### config.mk
export PLATFORM = sky130hd
export DESIGN_NAME = mips_fetch_unit
export DESIGN_NICKNAME = d
export VERILOG_FILES = /design/src/rtl/mips_fetch_unit.sv
export SDC_FILE = /design/constraint.sdc
export NUM_CORES = 1
export LEC_CHECK = 0
export CAP_MARGIN = 20
export CORE_AREA = 2 2 130 132
export DETAILED_ROUTE_END_ITERATION = 8
export DIE_AREA = 0 0 132 134
export DONT_BUFFER_PORTS = 1
export PLACE_DENSITY = 0.68
export SLEW_MARGIN = 10
export SYNTH_ARGS = -nofsm -noshare
export SYNTH_HDL_FRONTEND = slang
export SYNTH_SLANG_ARGS = --single-unit
export TNS_END_PERCENT = 10
### constraint.sdc
create_clock -name clk -period 10 [get_ports clk]
set_clock_uncertainty 0.2 [all_clocks]
set_input_delay 1 -clock clk [delete_from_list [all_inputs] [get_ports clk]]
set_output_delay 1 -clock clk [all_outputs]
set_load 0.01 [all_outputs]
### src/rtl/mips_fetch_unit.sv
// mips_fetch_unit: PC owner and in-order fetch queue between instruction memory and decode.
// Define FETCH_DELAY_SLOT_EN to preserve the branch delay slot on redirect.
module mips_fetch_unit #(
    parameter int ADDR_WIDTH = 32,
    parameter int DATA_WIDTH = 32,
    parameter logic [ADDR_WIDTH-1:0] RESET_VECTOR = ADDR_WIDTH'(32'hBFC0_0000),
    parameter logic [ADDR_WIDTH-1:0] HALT_ADDRESS = ADDR_WIDTH'(32'h0000_0000),
    parameter int QUEUE_DEPTH = 2
) (
    input  logic                  clk,
    input  logic                  reset,
    input  logic                  clk_enable,
    output logic [ADDR_WIDTH-1:0] instr_address,
    input  logic [DATA_WIDTH-1:0] instr_readdata,
    output logic                  out_valid,
    output logic [DATA_WIDTH-1:0] out_instr,
    output logic [ADDR_WIDTH-1:0] out_pc,
    output logic [ADDR_WIDTH-1:0] out_pc_plus_four,
    input  logic                  deq_ready,
    input  logic                  redirect_valid,
    input  logic [ADDR_WIDTH-1:0] redirect_target,
    output logic                  active
);
    localparam int PW = $clog2(QUEUE_DEPTH);
    localparam int CW = PW + 1;

    logic [ADDR_WIDTH-1:0] pc;
    logic [DATA_WIDTH-1:0] instr_q [QUEUE_DEPTH];
    logic [ADDR_WIDTH-1:0] pc_q [QUEUE_DEPTH];
    logic [PW-1:0] head, tail, head_n, tail_n;
    logic [CW-1:0] count, count_n;
    logic pop, redir, fetch, push;

    assign instr_address    = pc;
    assign out_valid        = count != '0;
    assign out_instr        = instr_q[head];
    assign out_pc           = pc_q[head];
    assign out_pc_plus_four = pc_q[head] + ADDR_WIDTH'(4);

`ifdef FETCH_DELAY_SLOT_EN
    logic keep_slot;
    // An entry behind the branch is the delay slot; otherwise the current fetch becomes it.
    always_comb begin
        pop       = out_valid && deq_ready;
        redir     = redirect_valid && pop;
        fetch     = active && pc != HALT_ADDRESS && (count < CW'(QUEUE_DEPTH) || pop);
        keep_slot = count >= CW'(2);
        push      = fetch && !(redir && keep_slot);
        head_n    = head + PW'(pop);
        tail_n    = (redir && keep_slot) ? head + PW'(2) : tail + PW'(push);
        count_n   = redir ? CW'(keep_slot || push) : count + CW'(push) - CW'(pop);
    end
`else
    always_comb begin
        pop     = out_valid && deq_ready;
        redir   = redirect_valid && pop;
        fetch   = active && pc != HALT_ADDRESS && (count < CW'(QUEUE_DEPTH) || pop);
        push    = fetch && !redir;
        head_n  = redir ? tail : head + PW'(pop);
        tail_n  = tail + PW'(push);
        count_n = redir ? '0 : count + CW'(push) - CW'(pop);
    end
`endif

    always_ff @(posedge clk) begin
        if (reset) begin
            pc     <= RESET_VECTOR;
            head   <= '0;
            tail   <= '0;
            count  <= '0;
            active <= 1'b1;
        end else if (clk_enable) begin
            pc     <= redir ? redirect_target : push ? pc + ADDR_WIDTH'(4) : pc;
            head   <= head_n;
            tail   <= tail_n;
            count  <= count_n;
            active <= active && !(pc == HALT_ADDRESS && count == '0);
        end
    end

    always_ff @(posedge clk) begin
        if (!reset && clk_enable && push) begin
            instr_q[tail] <= instr_readdata;
            pc_q[tail]    <= pc;
        end
    end
endmodule

==> impl_metrics.toml, run 1 <==
[cells_and_area]
num-fill-cells = 1345
layout-drive-gt1-share_pct = 18.0
area_growth_pct = 9.68
multi_input_area_um2 = 3090
fin_nets = 722
design_area_um2 = 8780
seq_area_um2 = 4610
fin_util_pct = 53.9
stdcell_count = 881
diodes = 0

[floorplan]
die_y_um = 134
fp.dieW_um = 132
dieArea_um2 = 17700
fp-row-count = 47
coreArea_um2 = 16300
start_util_pct = 49.1
ios = 199

[critical_path]
end_kind = "primary output"
cp_slowest_stage_delay_ns = 1.00
worstPathMaxFanout = 81
cpMostUsedCell = "inv_1"
worst_r2r_endpoint = "instr_q[1][18]$_DFFE_PP_"
crit_type = "flip-flop to primary output"
r2r_setup_slack_ns = 6.56
r2r_cells = 8
rr_startpoint = "instr_address[2]$_SDFFE_PP0P_"
endpoint = "out_pc_plus_four[26]"
crit_arrival_ns = 3.50
crit_required_ns = 8.80
crit_chain = "mux2i_1 -> inv_1 -> ha_1 -> inv_1 -> a221oi_2 -> nand3_2 -> nor3b_2 -> xor2_1"
start_kind = "flip-flop"
slowest_stage = "dfxtp_4"

[route]
drc = 0
final_antenna_net_count = 0
drt-total-wl_mm = 20.7
drt-initial-drc-count = 597
drt-wirelength-per-cell_um = 23.5
drt_pass1_iterations = 6
num_vias = 5717
via_per_inst = 6.49

[logic_synthesis]
yosys-top-cells-area = "edfxtp_1 48%, dfxtp_1 9.5%, mux2_2 7.0%"
synth_top_area_share_pct = 48.0
seq_area_frac_synth_pct = 57.5
synth.most_common_cell = "edfxtp_1"
synth_edf_count = 128
syn-cell-area_um2 = 8000
synth_top_cell_by_area = "edfxtp_1"
async_reset_ff_share_pct = 0
syn_inst = 663
ys_ff_latch = 166
ys.flop_type = "edfxtp_1"
yosysWarnings = 0
syn-mean-instance-area_um2 = 12.1
yosys-top-cells-count = "128 x edfxtp_1, 58 x nand2_1, 50 x mux2_2, 38 x dfxtp_1, 35 x a21oi_1"
syn-num-nets = 737
synth_cell_types = 68

[placement]
dpl_cell_area_um2 = 8130
dp.cells = 848
port_buffers = 0
place_congestion = 0.864
pre_cts_ws_ns = 5.70
dpl.hpwl_mm = 13.7

[grt]
grt_pass1_vias = 5376
overflow = 0
grt_max_degree = 82
antenna_found_initial = 0
grt_pass1_wl_mm = 31.1
grt_util_all_layers_pct = 22.8

[clock_network]
cts_root_buf = "clkbuf_16"
cts_made_buffers = 17
hold_buffers = 0
cts_tree = "done"
clkSlewWorstSetupHoldPaths_ns = 0.07
postCtsResizedCells = 0
cts.sinks = 166
post-cts-setup-buffers = 0
clk_path_buf_depth = 2
cts_max_level = 4
insertion_delay_ns = 0.43

[power_and_ir_drop]
combinationalPowerShare_pct = 8.8
p_leak_nw = 2.77
p_switching_mw = 0.408
clkPwrFrac_pct = 42.6
sw_frac_of_total_pct = 24.7
powerDensity_nw_per_um2 = 188
ir_worst_vdd_mv = 0.111
p_int_mw = 1.25
power_frac_seq_pct = 48.6

[sta]
fin_crit_sh_pct = 47.0
setup-tns-final_ns = 0
fin_crit_ns = 4.70
finalMaxSlewViolations = 0
setup_viol = 0
clock.fmax_mhz = 213
worst_pin_slew_ns = 1.03
rsz0062_at_grt = "false"
layout_setup_ws_ns = 5.30
slew_headroom_pct = 31.6
hold_viol = 0

[worst_hold_path]
hp-class = "flip-flop to flip-flop"
hold_depth = 2

[outcome]
outcome = "finished, final reports clean"

[job]
drv_cap = 0
[placed cells by master, fill, tap and decap left out, types with 4 or more instances in the layout]
cell type / Yosys / routed
o32ai_1: 10 / 10
buf_4: 4 / 8
a22oi_1: 8 / 8
and3_1: 6 / 6
and4_1: 4 / 4
inv_1: 25 / 25
o21ai_0: 9 / 9
nand3_1: 28 / 28
edfxtp_1: 128 / 128
a21oi_1: 35 / 35
xnor2_1: 17 / 17
mux2i_1: 13 / 13
nand3b_1: 7 / 7
nand2_1: 58 / 58
dfxtp_1: 38 / 37
nor4_1: 15 / 13
o22ai_1: 10 / 10
inv_6: 0 / 6
nand4_1: 17 / 17
clkbuf_16: 0 / 17
or4_1: 6 / 6
nor2_1: 28 / 28
bufinv_16: 0 / 4
nor4_2: 2 / 4
nor3_1: 19 / 19
mux2_2: 50 / 50
a32oi_1: 5 / 5
a31oi_1: 6 / 6
ha_1: 5 / 5
xor2_1: 8 / 8
[kinds of logic after synthesis]
kind of cell    share of synthesized area, %
mux                                     8.83
xor+xnor                                2.74
buf+inv                                 4.05
simple gates                            14.6
flops                                   57.5
compound gates                          11.4
fa+ha+maj                              0.782
[worst min-delay path by stage]
| stage | start | to | slack, ns |
|---|---|---|---|
| 4_1_cts | count[1]$_SDFFE_PP0P_ | count[1]$_SDFFE_PP0P_ | 0.31 |
| 3_3_place_gp | head$_SDFFE_PP0P_ | flip-flop | 0.26 |
| 2_1_floorplan | head$_SDFFE_PP0P_ | flip-flop | 0.25 |
| 5_1_grt | tail$_SDFFE_PP0P_ | tail$_SDFFE_PP0P_ | 0.33 |
| 3_5_place_dp | head$_SDFFE_PP0P_ | flip-flop | 0.29 |
| 6_report | count[0]$_SDFFE_PP0P_ | count[0]$_SDFFE_PP0P_ | 0.31 |
[layout make-up]
class                           count  area share, %
Clock buffer                       17           4.85
Clock inverter                     15           2.42
Inverter                           25           1.07
Multi-Input combinational cell    429           35.2
Sequential cell                   166           52.5
Tap cell                          220           3.14
Timing Repair Buffer                9          0.812
[power groups by stage]
stage | clock, mW | sequential (mW) | combinational [mW]
2_1_floorplan | 0 | 0.808 | 0.126
3_3_place_gp | 0 | 0.817 | 0.141
3_5_place_dp | 0 | 0.819 | 0.143
4_1_cts | 0.712 | 0.804 | 0.144
5_1_grt | 0.737 | 0.808 | 0.157
6_report | 0.704 | 0.804 | 0.146
[layer usage]
layer,wire length [um],GRT usage (%)
met1,8340,29.5
met2,10100,36.6
met3,2010,7.56
met4,305,7.19
met5,0,0
[worst max-delay path: cells and delay by family (launching register included)]
family / cells / cell delay [ns]
XOR/XNOR: 1 / 0.31
flip-flops: 1 / 1.00
adder cells (fa/ha/maj): 1 / 0.17
AND/OR/NAND/NOR: 2 / 0.59
AO/OA/AOI/OAI: 1 / 0.38
multiplexers: 1 / 0.31
buffers and inverters: 2 / 0.27
[metrics by stage]
| step | total power, mW | hold WS, ns |
|---|---|---|
| 2_1_floorplan | 0.934 | 0.250 |
| 4_1_cts | 1.66 | 0.309 |
| 3_3_place_gp | 0.958 | 0.264 |
| 3_5_place_dp | 0.963 | 0.295 |
| 6_report | 1.65 | 0.306 |
| 5_1_grt | 1.70 | 0.325 |
[state kept, by name, indices dropped and copies added (netlist names), named ones only]
register / flops
instr_q: 64
count: 2
instr_address: 32
tail: 1
pc_q: 64
head: 1
active: 1
Note: power is estimated with default switching activity, not from simulation.
==> inputs of run 2 (changes only) <==
Clock period 10 ns to 4.6 ns, I/O delays scaled along.
==> impl_metrics.toml, run 2 (synthesized netlist as in run 1, its figures left out) <==
[sta]
hold_viol = 0
rsz0062_at_grt = "false"
clock.fmax_mhz = 258
slew_headroom_pct = 32.3
worst_pin_slew_ns = 1.02
fin_crit_ns = 3.87
setup_viol = 0
fin_crit_sh_pct = 84.1
layout_setup_ws_ns = 0.730
finalMaxSlewViolations = 0
setup-tns-final_ns = 0

[critical_path]
path_buf_inv = 2
cp_top_family = "flip-flops"
r2r_cells = 4
crit_arrival_ns = 3.21
cpMostUsedCell = "inv_1"
r2r_setup_slack_ns = 1.33
crit_required_ns = 3.94
end_kind = "primary output"
start_kind = "flip-flop"
rr_startpoint = "count[1]$_SDFFE_PP0P_"
crit_type = "flip-flop to primary output"
worstPathMaxFanout = 52
slowest_stage = "dfxtp_4"
crit_chain = "mux2i_1 -> inv_1 -> ha_1 -> inv_1 -> a221oi_2 -> nand3_2 -> nor3b_2 -> xor2_1"
cp_slowest_stage_delay_ns = 0.79
worst_r2r_endpoint = "instr_address[31]$_SDFFE_PP1P_"

[cells_and_area]
mostFrequentLayoutCells = "128 x edfxtp_1, 58 x nand2_1, 50 x mux2_2"
final_common_cell = "edfxtp_1"
multi_input_area_um2 = 3110
layout-drive-gt1-share_pct = 17.2
stdcell_count = 919
seq_area_um2 = 4610
fin_nets = 760
diodes = 0
num-fill-cells = 1335
area_growth_pct = 14.0
fin_util_pct = 56.0

[placement]
pre_cts_ws_ns = 1.17
dp.cells = 849
dpl.hpwl_mm = 13.7
place_congestion = 0.914
port_buffers = 0

[power_and_ir_drop]
power_frac_seq_pct = 49.9
p_int_mw = 2.61
ir_worst_vdd_mv = 0.258
p_switching_mw = 0.885
sw_frac_of_total_pct = 25.3
clkPwrFrac_pct = 39.8
p_leak_nw = 2.89
combinationalPowerShare_pct = 10.3
powerDensity_nw_per_um2 = 383

[grt]
grt_pass1_vias = 5648
grt_pass1_wl_mm = 32.4
overflow = 0
grt_max_degree = 65
antenna_found_initial = 0
grt_util_all_layers_pct = 23.8

[job]
drv_cap = 0

[worst_hold_path]
hp-class = "primary input to flip-flop"
hold_depth = 2
hp-start = "reset"
whs_endpoint = "instr_address[16]$_SDFFE_PP0P_"

[route]
drt_pass1_iterations = 6
drt-initial-drc-count = 575
final_antenna_net_count = 0
drt-wirelength-per-cell_um = 22.9
drc = 0
num_vias = 5853
via_per_inst = 6.37
drt-total-wl_mm = 21.1

[clock_network]
postCtsResizedCells = 0
cts.sinks = 166
clk_path_buf_depth = 2
cts_made_buffers = 17
hold_buffers = 37
post-cts-setup-buffers = 0
cts_max_level = 4
cts_tree = "done"
insertion_delay_ns = 0.43
cts_root_buf = "clkbuf_16"
clkSlewWorstSetupHoldPaths_ns = 0.06

[floorplan]
dieArea_um2 = 17700
fp-row-count = 47
die_y_um = 134
fp.dieW_um = 132
start_util_pct = 49.1
coreArea_um2 = 16300
ios = 199

[outcome]
outcome = "finished, final reports clean"
## run 2: through the flow
| stage | power, mW | hold WS [ns] | area, um2 |
|---|---|---|---|
| 4_1_cts | 3.51 | 0.0193 | 9110 |
| 5_1_grt | 3.62 | 0.0144 | 9120 |
| 3_3_place_gp | 2.09 | 0.266 | 8150 |
| 3_5_place_dp | 2.10 | 0.282 | 8150 |
| 6_report | 3.50 | 0.0364 | 9120 |
| 2_1_floorplan | 2.03 | 0.250 | 8020 |
## run 2: per-layer routing
layer	vias to the layer above	GRT usage (%)	routed length, um	part of all wire, %
met5	-	0	0	0
met4	0	8.64	499	2.4
met3	50	8.39	2090	9.9
met2	360	38.8	10200	48
met1	2833	29.4	8310	39
li1	2610	-	-	-
## run 2: power groups by stage
stage	registers (mW)	logic [mW]	clock network [mW]
2_1_floorplan	1.75	0.275	0
3_5_place_dp	1.78	0.319	0
5_1_grt	1.75	0.386	1.48
4_1_cts	1.74	0.356	1.41
6_report	1.74	0.361	1.39
3_3_place_gp	1.77	0.313	0
## run 2: final cells by class
cell class / instances / area share (%)
sequential: 166 / 50.5
multi-input combinational: 429 / 34.1
timing repair buffer: 47 / 4.99
clock buffer: 17 / 4.66
tap: 220 / 3.02
clock inverter: 15 / 1.70
inverter: 25 / 1.03
## run 2: worst max-delay path by stage
stage / cells after the start / from / to
after floorplan: 8 / instr_address[2]$_SDFFE_PP0P_ / instr_q[1][0]$_DFFE_PP_
after global placement: 8 / flip-flop / out_pc_plus_four[26]
final: 8 / flip-flop / out_pc_plus_four[26]
after detailed placement: 6 / flip-flop / out_pc_plus_four[31]
after CTS: 6 / flip-flop / out_pc_plus_four[31]
after global routing: 6 / flip-flop / out_pc_plus_four[31]
==> inputs of run 3 (changes only) <==
Clock period 4.6 ns to 3.9 ns, I/O delays scaled along.
==> impl_metrics.toml, run 3 (synthesized netlist as in run 1, its figures left out) <==
[worst_hold_path]
hp-class = "primary input to flip-flop"
hp-start = "reset"
hold_depth = 2

[critical_path]
worst_r2r_endpoint = "instr_address[18]$_SDFFE_PP0P_"
endpoint = "out_pc_plus_four[22]"
rr_startpoint = "instr_address[2]$_SDFFE_PP0P_"
crit_chain = "buf_12 -> mux2i_1 -> a211oi_4 -> nand4_1 -> nor2_1 -> xor2_1"
cp_slowest_stage_delay_ns = 0.58
r2r_cells = 9
slowest_stage = "dfxtp_4"
crit_type = "flip-flop to primary output"
crit_arrival_ns = 2.87
r2r_setup_slack_ns = 0.67
crit_required_ns = 3.31
worstPathMaxFanout = 54
start_kind = "flip-flop"
end_kind = "primary output"

[cells_and_area]
mostFrequentLayoutCells = "128 x edfxtp_1, 58 x nand2_1, 50 x mux2_2"
area_growth_pct = 16.4
num-fill-cells = 1311
fin_nets = 775
final_common_cell = "edfxtp_1"
design_area_um2 = 9320
stdcell_count = 934
diodes = 0
layout-drive-gt1-share_pct = 18.2

[clock_network]
cts_made_buffers = 17
cts_root_buf = "clkbuf_16"
cts_tree = "done"
clk_path_buf_depth = 2
insertion_delay_ns = 0.43
postCtsResizedCells = 0
cts.sinks = 166
clkSlewWorstSetupHoldPaths_ns = 0.07
cts_max_level = 4

[grt]
antenna_found_initial = 0
grt_pass1_wl_mm = 32.2
grt_util_all_layers_pct = 23.3
grt_max_degree = 65
overflow = 0
grt_pass1_vias = 5918

[sta]
fin_crit_ns = 3.46
finalMaxSlewViolations = 0
setup_viol = 0
fin_crit_sh_pct = 88.6
worst_pin_slew_ns = 0.937
rsz0062_at_grt = "false"
hold_viol = 0
clock.fmax_mhz = 289
slew_headroom_pct = 37.4

[power_and_ir_drop]
p_switching_mw = 1.11
ir_worst_vdd_mv = 0.283
sw_frac_of_total_pct = 27.0
power_frac_seq_pct = 49.8
combinationalPowerShare_pct = 10.9
powerDensity_nw_per_um2 = 442
p_leak_nw = 2.99
p_int_mw = 3.00
clkPwrFrac_pct = 39.3

[job]
drv_cap = 0

[route]
final_antenna_net_count = 0
drc = 0
drt-total-wl_mm = 20.7
drt_pass1_iterations = 6
via_per_inst = 6.27
num_vias = 5854
drt-wirelength-per-cell_um = 22.2
drt-initial-drc-count = 503

[placement]
dpl_cell_area_um2 = 8240
dpl.hpwl_mm = 13.6
place_congestion = 0.879
dp.cells = 853
port_buffers = 0

[floorplan]
die_y_um = 134
start_util_pct = 49.1
coreArea_um2 = 16300
fp.dieW_um = 132
dieArea_um2 = 17700
fp-row-count = 47
ios = 199

[outcome]
outcome = "finished, final reports clean"
-- run 3: changes by cell type in the layout (fill, tap and decap cells not counted), moves of 3 or more --
cell / before / now
dlygate4sd3_1: 36 / 48
clkinvlp_4: 5 / 1
buf_12: 1 / 4
inv_8: 0 / 5
-- run 3: worst min-delay path by stage --
stage | end
finish | instr_address[9]$_SDFFE_PP0P_
global route | instr_address[8]$_SDFFE_PP0P_
CTS | instr_address[4]$_SDFFE_PP0P_
detailed placement | instr_address[2]$_SDFFE_PP0P_
global placement | instr_address[2]$_SDFFE_PP0P_
floorplan | flip-flop
-- run 3: per-stage QoR --
step                utilization [%]  power, mW  TNS [ns]  worst slack, ns  hold slack, ns
floorplan                         -       2.39    -10.58           -0.139           0.250
global placement               50.6       2.47         0            0.964           0.259
detailed placement             50.6       2.48         0            0.871           0.258
CTS                            57.2       4.14         0            0.410         0.00135
global route                   57.2       4.25         0            0.280         0.00570
finish                         57.2       4.12         0            0.443          0.0235
-- run 3: power by group through the flow --
stage	sequential (mW)	clock (mW)	combinational, mW
4_1_cts	2.05	1.64	0.447
6_report	2.05	1.62	0.449
2_1_floorplan	2.06	0	0.329
5_1_grt	2.06	1.71	0.482
3_3_place_gp	2.08	0	0.387
3_5_place_dp	2.09	0	0.392
-- run 3: cell type report --
class	instances	area [um2]	share of cell area [%]
clock buffer	17	425	4.57
sequential	166	4620	49.5
tap	220	275	2.95
timing repair buffer	62	636	6.82
multi-input combinational	429	3120	33.5
clock inverter	15	154	1.65
inverter	25	93.8	1.01
-- run 3: routing by layer --
| layer | routed length [um] | GRT usage [%] | vias up | part of all wire (%) |
|---|---|---|---|---|
| li1 | - | - | 2632 | - |
| met4 | 483 | 10.6 | 0 | 2.3 |
| met3 | 1850 | 6.12 | 54 | 8.9 |
| met2 | 9720 | 36.6 | 324 | 47 |
| met5 | 0 | 0 | - | 0 |
| met1 | 8670 | 30.4 | 2844 | 42 |
-- run 3: timing repair --
item	CTS	global route
setup buffers	0	0
endpoints found under the hold margin	97	0
hold buffers	49	0
-- run 3: critical path, delay by kind of cell (launching register included) --
kind                      cells  cell delay (ns)
DFF                           1             0.58
and+or+nand+nor               2             0.56
AOI/OAI and AO/OA             1             0.42
buffers and inverters         1             0.32
xor gates and xnor gates      1             0.31
muxes                         1             0.23
